### config.mk
export PLATFORM = sky130hd
export DESIGN_NAME = dir_ctrl_flat
export DESIGN_NICKNAME = d
export VERILOG_FILES = /design/src/rtl/pacman_pkg.sv /design/src/rtl/dir_ctrl_if.sv /design/src/rtl/dir_ctrl_rr_arb4.sv /design/src/rtl/dir_ctrl.sv /design/src/flat_wrapper.sv
export SDC_FILE = /design/constraint.sdc
export NUM_CORES = 1
export LEC_CHECK = 0
export ABC_AREA = 1
export BUFFER_PORTS_ARGS = -buffer_cell sky130_fd_sc_hd__buf_2
export CELL_PAD_IN_SITES_DETAIL_PLACEMENT = 1
export CELL_PAD_IN_SITES_GLOBAL_PLACEMENT = 1
export CORE_ASPECT_RATIO = 0.7
export CORE_MARGIN = 5
export CORE_UTILIZATION = 40
export DETAILED_ROUTE_END_ITERATION = 12
export PLACE_DENSITY_LB_ADDON = 0.1
export SLEW_MARGIN = 20
export SYNTH_ARGS = -nofsm -noshare
export SYNTH_HDL_FRONTEND = slang
export SYNTH_SLANG_ARGS = --single-unit
### constraint.sdc
create_clock -name clk -period 2.4 [get_ports clk]
set_input_delay 0.24 -clock clk [delete_from_list [all_inputs] [get_ports clk]]
set_output_delay 0.24 -clock clk [all_outputs]
set_load 0.005 [all_outputs]
### src/rtl/pacman_pkg.sv
// ============================================================================
//  Module   : pacman_pkg
//  Purpose  : Direction encoding, direction type, controller state encoding and helpers
//  Revision : 1.0
// ============================================================================
`default_nettype none

package pacman_pkg;

    typedef logic [1:0] dir_t;

    localparam dir_t DIR_UP    = 2'd0;
    localparam dir_t DIR_DOWN  = 2'd1;
    localparam dir_t DIR_LEFT  = 2'd2;
    localparam dir_t DIR_RIGHT = 2'd3;

    typedef enum logic [1:0] {
        ST_IDLE  = 2'd0,
        ST_RUN   = 2'd1,
        ST_STALL = 2'd2
    } state_t;

    function automatic dir_t opposite_dir(input dir_t d);
        case (d)
            DIR_UP:   opposite_dir = DIR_DOWN;
            DIR_DOWN: opposite_dir = DIR_UP;
            DIR_LEFT: opposite_dir = DIR_RIGHT;
            default:  opposite_dir = DIR_LEFT;
        endcase
    endfunction

    function automatic dir_t dir_from_onehot(input logic [3:0] oh);
        dir_from_onehot = DIR_UP;
        for (int i = 0; i < 4; i++) begin
            if (oh[i]) dir_from_onehot = dir_t'(i);
        end
    endfunction

endpackage

`default_nettype wire

### src/rtl/dir_ctrl_if.sv
// ============================================================================
//  Module   : dir_ctrl_if
//  Purpose  : Button/tick/wall inputs and heading/step outputs of the direction controller
//  Revision : 1.0
// ============================================================================
`default_nettype none

interface dir_ctrl_if;
    import pacman_pkg::*;

    logic [3:0] btn;
    logic       move_tick;
    logic [3:0] wall;
    dir_t       heading;
    logic       moving;
    logic       step;
    logic       pend_valid;

    modport master (
        output btn, move_tick, wall,
        input  heading, moving, step, pend_valid
    );

    modport slave (
        input  btn, move_tick, wall,
        output heading, moving, step, pend_valid
    );

endinterface

`default_nettype wire

### src/rtl/dir_ctrl_rr_arb4.sv
// ============================================================================
//  Module   : rr_arb4
//  Purpose  : 4-way round-robin arbiter, one-hot grant, pointer moves to grant+1
//  Revision : 1.0
// ============================================================================
`default_nettype none

module rr_arb4 (
    input  wire logic       clk,
    input  wire logic       rst,
    input  wire logic [3:0] request,
    output      logic [3:0] grant
);

    logic [1:0] r_ptr;
    logic [1:0] w_gidx;
    logic [1:0] w_idx;
    logic       w_found;

    always_comb begin
        grant   = 4'b0000;
        w_gidx  = r_ptr;
        w_idx   = r_ptr;
        w_found = 1'b0;
        for (int i = 0; i < 4; i++) begin
            w_idx = r_ptr + 2'(i);
            if (!w_found && request[w_idx]) begin
                grant[w_idx] = 1'b1;
                w_gidx       = w_idx;
                w_found      = 1'b1;
            end
        end
    end

    always_ff @(posedge clk) begin
        if (rst) begin
            r_ptr <= 2'd0;
        end else if (w_found) begin
            r_ptr <= w_gidx + 2'd1;
        end
    end

endmodule

`default_nettype wire

### src/rtl/dir_ctrl.sv
// ============================================================================
//  Module   : dir_ctrl
//  Purpose  : Buffers button turns and commits heading/step on movement decision ticks
//  Revision : 1.0
// ============================================================================
`default_nettype none

module dir_ctrl
    import pacman_pkg::*;
#(
    parameter int PEND_TICKS = 4
) (
    input wire logic   clk,
    input wire logic   rst,
    dir_ctrl_if.slave  bus
);

    localparam int c_AGE_W = $clog2(PEND_TICKS) + 1;
    localparam logic [c_AGE_W-1:0] c_AGE_LAST = c_AGE_W'(PEND_TICKS - 1);
    localparam logic [c_AGE_W-1:0] c_AGE_ONE  = c_AGE_W'(1);

    state_t               r_state, w_state_next;
    dir_t                 r_heading, w_heading_next;
    logic                 r_step, w_step_next;
    logic                 r_pend_valid, w_pend_valid_next;
    dir_t                 r_pend_dir, w_pend_dir_next;
    logic [c_AGE_W-1:0]   r_pend_age, w_pend_age_next;
    logic [3:0]           r_btn_q;
    logic [3:0]           w_rise;
    logic [3:0]           w_grant;
    logic                 w_wall_pend;
    logic                 w_wall_head;

    assign w_rise      = bus.btn & ~r_btn_q;
    assign w_wall_pend = bus.wall[r_pend_dir];
    assign w_wall_head = bus.wall[r_heading];

    rr_arb4 u_arb (
        .clk     (clk),
        .rst     (rst),
        .request (w_rise),
        .grant   (w_grant)
    );

    always_comb begin
        w_state_next      = r_state;
        w_heading_next    = r_heading;
        w_step_next       = 1'b0;
        w_pend_valid_next = r_pend_valid;
        w_pend_dir_next   = r_pend_dir;
        w_pend_age_next   = r_pend_age;

        if (bus.move_tick) begin
            if (r_pend_valid && !w_wall_pend) begin
                w_heading_next    = r_pend_dir;
                w_pend_valid_next = 1'b0;
                w_pend_age_next   = '0;
                w_state_next      = ST_RUN;
                w_step_next       = 1'b1;
            end else begin
                // A blocked turn ages out but does not stop travel in the current heading.
                if (r_pend_valid) begin
                    if (r_pend_age == c_AGE_LAST) begin
                        w_pend_valid_next = 1'b0;
                        w_pend_age_next   = '0;
                    end else begin
                        w_pend_age_next = r_pend_age + c_AGE_ONE;
                    end
                end
                if (r_state != ST_IDLE) begin
                    if (!w_wall_head) begin
                        w_step_next  = 1'b1;
                        w_state_next = ST_RUN;
                    end else begin
                        w_state_next = ST_STALL;
                    end
                end
            end
        end

        // A fresh grant wins over a same-cycle consumption of the older request.
        if (|w_grant) begin
            w_pend_dir_next   = dir_from_onehot(w_grant);
            w_pend_valid_next = 1'b1;
            w_pend_age_next   = '0;
        end
    end

    always_ff @(posedge clk) begin
        if (rst) begin
            r_state      <= ST_IDLE;
            r_heading    <= DIR_UP;
            r_step       <= 1'b0;
            r_pend_valid <= 1'b0;
            r_pend_dir   <= DIR_UP;
            r_pend_age   <= '0;
            r_btn_q      <= 4'b0000;
        end else begin
            r_state      <= w_state_next;
            r_heading    <= w_heading_next;
            r_step       <= w_step_next;
            r_pend_valid <= w_pend_valid_next;
            r_pend_dir   <= w_pend_dir_next;
            r_pend_age   <= w_pend_age_next;
            r_btn_q      <= bus.btn;
        end
    end

    assign bus.heading    = r_heading;
    assign bus.moving     = (r_state == ST_RUN);
    // Reset arriving while a step is due cancels it immediately.
    assign bus.step       = r_step & ~rst;
    assign bus.pend_valid = r_pend_valid;

endmodule

`default_nettype wire

### src/flat_wrapper.sv
// flat-port wrapper written by rule: the top's interface ports become plain ports
module dir_ctrl_flat import pacman_pkg::*;
#(
    parameter int PEND_TICKS = 4
)
  (clk, rst, bus_btn, bus_move_tick, bus_wall, bus_heading, bus_moving, bus_step, bus_pend_valid);
  dir_ctrl_if bus_i ();
  input wire logic clk;
  input wire logic rst;
  input wire logic [$bits(bus_i.btn)-1:0] bus_btn;
  input wire logic [$bits(bus_i.move_tick)-1:0] bus_move_tick;
  input wire logic [$bits(bus_i.wall)-1:0] bus_wall;
  output wire logic [$bits(bus_i.heading)-1:0] bus_heading;
  output wire logic [$bits(bus_i.moving)-1:0] bus_moving;
  output wire logic [$bits(bus_i.step)-1:0] bus_step;
  output wire logic [$bits(bus_i.pend_valid)-1:0] bus_pend_valid;
  assign bus_i.btn = bus_btn;
  assign bus_i.move_tick = bus_move_tick;
  assign bus_i.wall = bus_wall;
  assign bus_heading = bus_i.heading;
  assign bus_moving = bus_i.moving;
  assign bus_step = bus_i.step;
  assign bus_pend_valid = bus_i.pend_valid;
  dir_ctrl #(.PEND_TICKS(PEND_TICKS)) u_core (.clk(clk), .rst(rst), .bus(bus_i));
endmodule
Word-level counts from Yosys, hierarchy flattened
Index checks and enable logic that the tools add are counted.

Add/sub/neg operators: 5. Magnitude comparators: 10. Equal/unequal tests: 2. Muxes and demuxes: 48. Bitwise logic cells: 8. Reductions and logical operators: 22.

Operator list (number): 1-bit two-way mux (23); 2-bit by 3-bit < comparator with 1-bit output (second input constant) (6); 2-bit two-way mux (8); 4-bit two-way mux (4); 1-bit binary-select mux with 2-bit select (6); 4-bit OR (3); 3-bit two-way mux (3); 1-bit demux with 2-bit select (4); 2-bit by 1-bit greater-or-equal comparator with 1-bit output (second input constant) (4); 1-bit logical AND (8); 2-bit nonzero test (4); 2-bit AND reduction (3); 5-bit OR reduction (1); 2-bit by 1-bit adder with 2-bit output (second input constant) (2); 2-bit adder (second input constant) (2); 4-bit AND (1); 1-bit logical NOT (4); 4-bit inverter (1); 4-bit OR reduction (1); 3-bit by 1-bit adder with 3-bit output (second input constant) (1); 3-bit by 2-bit equality test with 1-bit output (second input constant) (1); 2-bit by 1-bit equality test with 1-bit output (second input constant) (1); 1-bit inverter (2); 2-bit OR reduction (1); 1-bit AND (1).

Register bits after elaboration: 17. Bits of input ports: 11. Output and inout port bits: 5. Logic and storage cells: 103.

Logic depth before layout (Yosys ltp)
Gate-level depths: netlist of run 1.

Word-level depth: 17. Gate-level depth with buffers: 15. Gate-level depth less buffers: 15.

Modules after synthesis
A second synthesis of run 1 with hierarchy kept.

Cells, all modules: 201. Area total of the unflattened synthesis: 1360.1 um^2.

By module, submodules not included: dir_ctrl (times used 1, cells an instance 97, area each 718.2 um^2, seq. area each 300.3 um^2); rr_arb4 (times used 1, cells an instance 104, area each 641.9 um^2, seq. area each 40.0 um^2).

Worst setup path before layout of run 1
No wires, ideal clock.

Kind: register to register. From: register u_core.u_arb.r_ptr[0]. To: register u_core.r_pend_dir[0]. Setup time: 0.058 ns. Data arrival time: 1.947 ns. Data required time: 2.342 ns. Setup slack: 0.395 ns. Stages on the path, launching flop included: 14. Buffers on the path: 0. Clock period less this slack: 2.005 ns. Path through: dfxtp_1 > inv_2 > ha_1 > inv_1 > nand3_1 > nand2_4 > nand3_2 > nor2_4 > nand2_1 > nand2_2 > nand3b_1 > nand2_1 > nand2_1 > nand2_1.

Word-level cells in the longest chain between the ends: 15. Elaborated cells on any way between the ends: 51. Those cells by class: add/sub: 3; order compare: 8; mux: 26; bitwise: 3; reduce/logical: 11.

Ends and longest elaborated chain: from (decl) (RTL line dir_ctrl_rr_arb4.sv:15) `logic [1:0] r_ptr;`; from (signal assigned) (RTL line dir_ctrl_rr_arb4.sv:39) `r_ptr <= w_gidx + 2'd1;`; branches (longest 11 deep; another with 2-bit by 3-bit < comparator with 1-bit output); 4-bit two-way mux (*) (RTL line dir_ctrl_rr_arb4.sv:27) `if (!w_found && request[w_idx]) begin`; 1-bit two-way mux (RTL line pacman_pkg.sv:35) `if (oh[i]) dir_from_onehot = dir_t'(i);`; 2-bit two-way mux (2 in series) (RTL line pacman_pkg.sv:35); to (signal assigned) (RTL line dir_ctrl.sv:103) `r_pend_dir <= w_pend_dir_next;`; to (decl) (RTL line dir_ctrl.sv:26) `dir_t r_pend_dir, w_pend_dir_next;`.

Mark *: on every way between the ends. The select of a mux whose other input is x is not followed. A chain may end at the register's enable or synchronous reset.

Worst setup path in the final report of run 1
From: register u_core.u_arb.r_ptr[1]. To: register u_core.r_pend_dir[0].

The elaborated chain is that of the path after synthesis.

==> run metrics, run 1 <==
Initial Utilization 42.0%; setup ws final 0.216 ns; Cell variety after synth 23; PortBufs 15; final hold vios 0; clock skew 0.000949 ns; crit start category register; GRT Total Usage 17.8%; CP max FO 8; Synthesized Nets 229; Slew HR 79.0%; CTS tree yes; Pre-Repair DR Iteration Count 4; num rows 17; largest net degree at the start of global routing 13; Hold Path Class input pin to register; final-report max-slew violation count 0; ant diodes 0; DIE AREA 4630 sq um; CTS sink cnt 17; Vias 1330; Synth Instances between 200 and 250; P&R area growth vs syn 13.2%; status completed; peak supply drop 0.000480 V; DR iter-0 viols 75; I/O pin count 16; GP Congestion 0.809; Primary FF master, synth dfxtp_1; root buffer cell clkbuf_8; ratio of cells with drive above 1 in the final layout 21.8%; dpl ws 0.267 ns; CP Class register to register; Area contributors post-synth dfxtp_1 25%, nand2_1 15%, inv_1 9.0%, ha_1 8.4%, nand3_1 7.5%; core region area 3190 sq um; worst-margin pin slew between 0.3 and 0.4 ns; highest clock rate between 0.4 and 0.5 GHz; Synth Register Bits 17; Critical Path Max Stage Delay 0.49 ns; area share of the largest cell type after synthesis 25.4%; Post-synth EDFFs 0; # DRC 0; Avg Cell Area, Syn 6.42 sq um; RSZ-0062 raised after global routing no; DR WL/cell 13.9 um; Setup TNS 0 ns; Post-synth ARST share 0%; post-synthesis sequential area ratio 25.4%; final setup fails 0; chip height between 50 and 60 um; # hold bufs at CTS 0; final worst path period share 91.0%; antenna-violating nets left 0; setup bufs post-CTS 0; total grt overflow 0; Final nets 250; Top cell by count, worst path nand2_1; clock-pin slew on the worst setup and hold paths 0.07 ns; Slowest-stage cell, CP dfxtp_1; worst-case hold slack between 0.2 and 0.25 ns; Worst-Skew Late Latency roughly 0.26 ns; Critical Path, Cell by Cell inv_1, ha_1, inv_1, nand3_1, nand2_4, nand3_2, nor2_4, nand2_1, nand2_1, inv_2, nand4_1, nand2_1; vias in the first global route 1416; total CTS buffers 3; Pwr Density 1240 nW/um^2; Die Wd ~79 um; drt via density 4.98; cell taking the most area after synthesis dfxtp_1; initial antenna violation count 0; Synth Warn # 0; max-cap viol count 0; crit path DAT 2.34 ns; Leak 0.800 nW; drt total wl 3720 um; CP Data Required Time around 2.6 ns; total power 1.88 mW; Cell Area, Synth roughly 1300 sq um; DP HPWL between 3000 and 4000 um; Clock Tree Buf Depth 2; CP endpoint kind register; post_cts resized 0; first-pass GRT wire length 6520 um; Max H-tree Level 1; Min Clock Period, post-route 2.18 ns
## worst paths after layout
check                        startpoint              endpoint  slack (ns)  cells past startpoint
setup / recovery  u_core.u_arb.r_ptr[1]  u_core.r_pend_dir[0]        0.22                     12
hold / removal               bus_btn[1]     u_core.r_btn_q[1]        0.22                      3
setup reg to reg  u_core.u_arb.r_ptr[1]  u_core.r_pend_dir[0]        0.22                     12
hold reg to reg    u_core.r_pend_age[2]  u_core.r_pend_age[2]        0.45                      2
## kinds of logic after synthesis
logic type                 after synthesis  synth area share, %
adders and majority gates                9                 8.40
and+or+nand+nor                        125                 46.7
buffers and inverters                   38                 11.2
DFF                                     17                 25.4
muxes                                    1                0.746
AOI/OAI and AO/OA                       19                 7.56
## stage by stage
stage	util, %	cell area (sq um)	cells
6_report	47.6	1520	267
5_1_grt	47.6	1520	267
4_1_cts	47.6	1520	267
3_5_place_dp	46.1	1470	263
3_3_place_gp	46.1	1470	263
2_1_floorplan	-	1340	209
## Yosys cell counts (3+ instances only)
cell,instances
nand2_1,53
dfxtp_1,17
o21ai_0,8
nand3_2,9
nor2_2,6
nand4_1,3
nor2_1,23
nand3_1,20
inv_1,32
a21oi_1,9
inv_2,4
ha_1,9
nand2_2,5
## area by class of cell
type	instances	area, sq um
Inverter	36	135
Tap cell	38	47.5
Fill cell	460	1670
Clock inverter	1	5.00
Multi-Input combinational cell	154	851
Timing Repair Buffer	18	97.6
Sequential cell	17	340
Clock buffer	3	41.3
## where the power goes
part	internal, mW	switching [mW]	leakage (nW)	total [mW]
combinational	0.422	0.839	0.635	1.26
sequential	0.344	0.0578	0.140	0.402
clock	0.116	0.106	0.0255	0.222
total	0.882	1.00	0.800	1.88
## layout by cell type, fill, tap and decap left out
master,n
mux2i_1,1
ha_1,9
buf_4,3
nor3_1,1
nand3_4,1
o21ai_0,8
nand3b_1,1
nor2_4,2
nor2_2,6
a21oi_1,9
inv_2,4
clkinv_2,1
nand4_1,3
nand2_1,53
nand3_2,9
o32ai_1,1
clkbuf_8,3
nor2_1,23
buf_2,15
inv_1,32
nand3_1,20
nand2_2,5
o211ai_1,1
nand2_4,1
dfxtp_1,17
## sequential cells by signal, summed over array words and instances (netlist names)
signal                 count
u_core.u_arb.r_ptr         2
u_core.bus.pend_valid      1
u_core.r_btn_q             4
u_core.r_pend_dir          2
u_core.bus.heading         2
u_core.r_step              1
u_core.r_pend_age          3
u_core.r_state             2
## routing by layer
metal / routed length, um / vias to the layer above / share of wire [%] / GRT usage (%)
met3: 130 / 8 / 3.5 / 4.28
met5: 0 / - / 0 / 0
met4: 46 / 0 / 1.2 / 3.92
li1: - / 697 / - / -
met2: 1710 / 18 / 46 / 30.3
met1: 1830 / 607 / 49 / 22.9
## critical path, delay by kind of cell (launching register included)
| kind | cells | cell delay, ns |
|---|---|---|
| simple gates | 8 | 0.88 |
| flops | 1 | 0.49 |
| fa+ha+maj | 1 | 0.37 |
| buf+inv | 3 | 0.34 |
Power figures use the tool's default switching activity.
==> run 2: changes to the inputs <==
--- a/config.mk
+++ b/config.mk
@@ -5,13 +5,12 @@
 export SDC_FILE = /design/constraint.sdc
 export NUM_CORES = 1
 export LEC_CHECK = 0
-export ABC_AREA = 1
 export BUFFER_PORTS_ARGS = -buffer_cell sky130_fd_sc_hd__buf_2
 export CELL_PAD_IN_SITES_DETAIL_PLACEMENT = 1
 export CELL_PAD_IN_SITES_GLOBAL_PLACEMENT = 1
 export CORE_ASPECT_RATIO = 0.7
 export CORE_MARGIN = 5
-export CORE_UTILIZATION = 40
+export CORE_UTILIZATION = 43
 export DETAILED_ROUTE_END_ITERATION = 12
 export PLACE_DENSITY_LB_ADDON = 0.1
 export SLEW_MARGIN = 20
==> run metrics, run 2 <==
status finished, violations left; violated checks setup timing; initial antenna violation count 0; total grt overflow 0; hold path depth 2; # DRC 0; final worst path period share 103%; Die Wd around 75 um; max FFs per register 4; Worst-Skew Late Latency 0.26 ns; GRT Total Usage between 20% and 30%; DR iter-0 viols 69; crit path DAT 2.66 ns; share of power burned in registers 20.3%; num rows 16; root buffer cell clkbuf_8; max-cap viol count 0; crit start category register; DR WL/cell 19.5 um; Top reg by flops u_core.r_btn_q; antenna-violating nets left 0; CP max FO 5; R2R setup slack -0.08 ns; total CTS buffers 3; final setup fails 5; Min Clock Period, post-route 2.48 ns; CTS sink cnt 17; P&R area growth vs syn 24.5%; Post-synth EDFFs 0; Pre-Repair DR Iteration Count 4; Sw Pwr 0.864 mW; most numerous cell in the Yosys netlist dfxtp_1; DP HPWL a little over 3000 um; switching part of the total 45.0%; reg-to-reg endpoint u_core.r_pend_age[2]; final hold vios 0; RSZ-0062 raised after global routing yes; hold endpoint u_core.r_btn_q[0]; CP endpoint kind register; Cell variety after synth 53; Primary FF master, synth dfxtp_1; Initial Utilization 45.4%; core region area 2840 sq um; CP Data Required Time 2.57 ns; worst flop-to-flop path startpoint u_core.u_arb.r_ptr[1]; clock skew approximately 0.002 ns; post-synthesis sequential area ratio 26.4%; Slew HR 71.4%; Avg Cell Area, Syn about 8.7 sq um; biggest regs u_core.r_btn_q (4), u_core.r_pend_age (3); vias in the first global route ~1400; GP Congestion 0.892; ratio of cells with drive above 1 in the final layout 32.0%; cell taking the most area after synthesis dfxtp_1; Hold Path Class input pin to register; ant diodes 0; worst-case hold slack 0.238 ns; Area contributors post-synth dfxtp_1 26%, ha_1 8.7%, mux4_2 5.2%, a21oi_1 4.3%, nand2_1 3.8%; CP Class register to register; Synth Warn # 0; highest clock rate just over 0.4 GHz; drt via density 6.15; placed cells 207; Commonest cells post-synth 17 x dfxtp_1, 13 x nand2_1, 11 x a21oi_1; depth of the most critical reg-to-reg path 9; Pwr Density 1200 nW/um^2; drt total wl 4170 um; peak supply drop 0.000591 V; leading cell types in the layout, fill and taps excluded 15 x buf_2, 15 x dfxtp_1, 14 x buf_4; Int Power 1.06 mW; setup ws final -0.0828 ns; Leak roughly 0.66 nW; Synth Instances between 100 and 150; Synth Register Bits 17; Comb pwr share 68.2%; Final nets 199; # hold bufs at CTS 0; area share of the largest cell type after synthesis 26.4%; Setup TNS -0.221 ns; worst-margin pin slew about 0.43 ns; Fillers 347; PortBufs 15; chip height 55.8 um; non-filler cells, final 214; Cell Area, Synth 1290 sq um; Post-synth ARST share 0%; first-pass GRT wire length roughly 6800 um; Clock Power Share 11.5%; CTS tree yes; final core utilization 56.6%; I/O pin count 16; Vias 1316; Clock Tree Buf Depth 2; Synthesized Nets 169; HP Start bus_btn[0]; Max H-tree Level 1; DIE AREA roughly 4200 sq um; largest net degree at the start of global routing 19; final-report max-slew violation count 0; clock-pin slew on the worst setup and hold paths 0.07 ns
-- run 2: critical path, stage by stage (launching register included) --
cell and delay, ns:
dfxtp_4 0.36, inv_4 0.04, ha_4 0.28, and4bb_1 0.18, or4_4 0.52, nor2b_4 0.16
a22o_1 0.23, a221oi_4 0.26, nand2_2 0.14, nor4b_2 0.22
-- run 2: power by group through the flow --
stage | Sequential, mW | Clock (mW) | Combinational [mW]
floorplan | 0.406 | 0 | 0.733
global placement | 0.391 | 0 | 1.09
detailed placement | 0.395 | 0 | 1.15
CTS | 0.388 | 0.222 | 1.23
global route | 0.395 | 0.244 | 1.42
finish | 0.389 | 0.222 | 1.31
-- run 2: stage by stage --
stage	power (mW)	area [sq um]	setup WS (ns)
after floorplan	1.14	1320	-0.0607
after global placement	1.48	1500	0.00341
after CTS	1.84	1580	-0.0739
after global routing	2.06	1610	-0.150
final	1.92	1610	-0.0828
after detailed placement	1.54	1500	-0.156
-- run 2: cell families (layout without fill, tap and decap cells) --
kind of cell             after synthesis  count (layout)  share of synthesized area, %
AND/OR/NAND/NOR                       68              68                          32.8
AO/OA/AOI/OAI                         43              43                          23.6
adder cells (fa/ha/maj)                9               9                          8.72
XOR/XNOR                               1               1                         0.678
multiplexers                           3               3                          5.23
buffers and inverters                  8              37                          2.52
flip-flops                            17              17                          26.4
-- run 2: how the worst max path moves through the flow --
stage | end | slack [ns] | from | depth (start not counted)
finish | u_core.r_pend_age[2] | -0.08 | u_core.u_arb.r_ptr[1] | 9
global route | u_core.r_pend_age[2] | -0.15 | u_core.u_arb.r_ptr[0] | 9
CTS | u_core.r_pend_age[2] | -0.07 | u_core.u_arb.r_ptr[0] | 9
detailed placement | u_core.r_pend_age[2] | -0.16 | u_core.u_arb.r_ptr[1] | 9
global placement | u_core.r_pend_age[2] | 0.003 | u_core.u_arb.r_ptr[1] | 9
floorplan | u_core.r_pend_age[2] | -0.06 | u_core.u_arb.r_ptr[1] | 9
-- run 2: repair_timing --
item / 4_1_cts / 5_1_grt
pin swaps: 8 / 3
buffers inserted: 2 / 1
gates resized for setup: 1 / 5
setup endpoints to repair: 7 / 8
-- run 2: routing by layer --
metal,share of wire [%],global-route usage (%),wire length (um)
met5,0,0,0
met4,1.3,2.99,53
met3,4.6,4.51,191
met2,45,31.1,1870
met1,49,30.1,2060
-- run 2: final cells by class --
type / count / area [sq um] / area share [%]
inverter: 4 / 22.5 / 1.40
timing repair buffer: 29 / 180 / 11.2
multi-input combinational: 124 / 966 / 60.1
sequential: 17 / 348 / 21.6
clock inverter: 1 / 5.00 / 0.311
tap: 36 / 45.0 / 2.80
clock buffer: 3 / 41.3 / 2.57
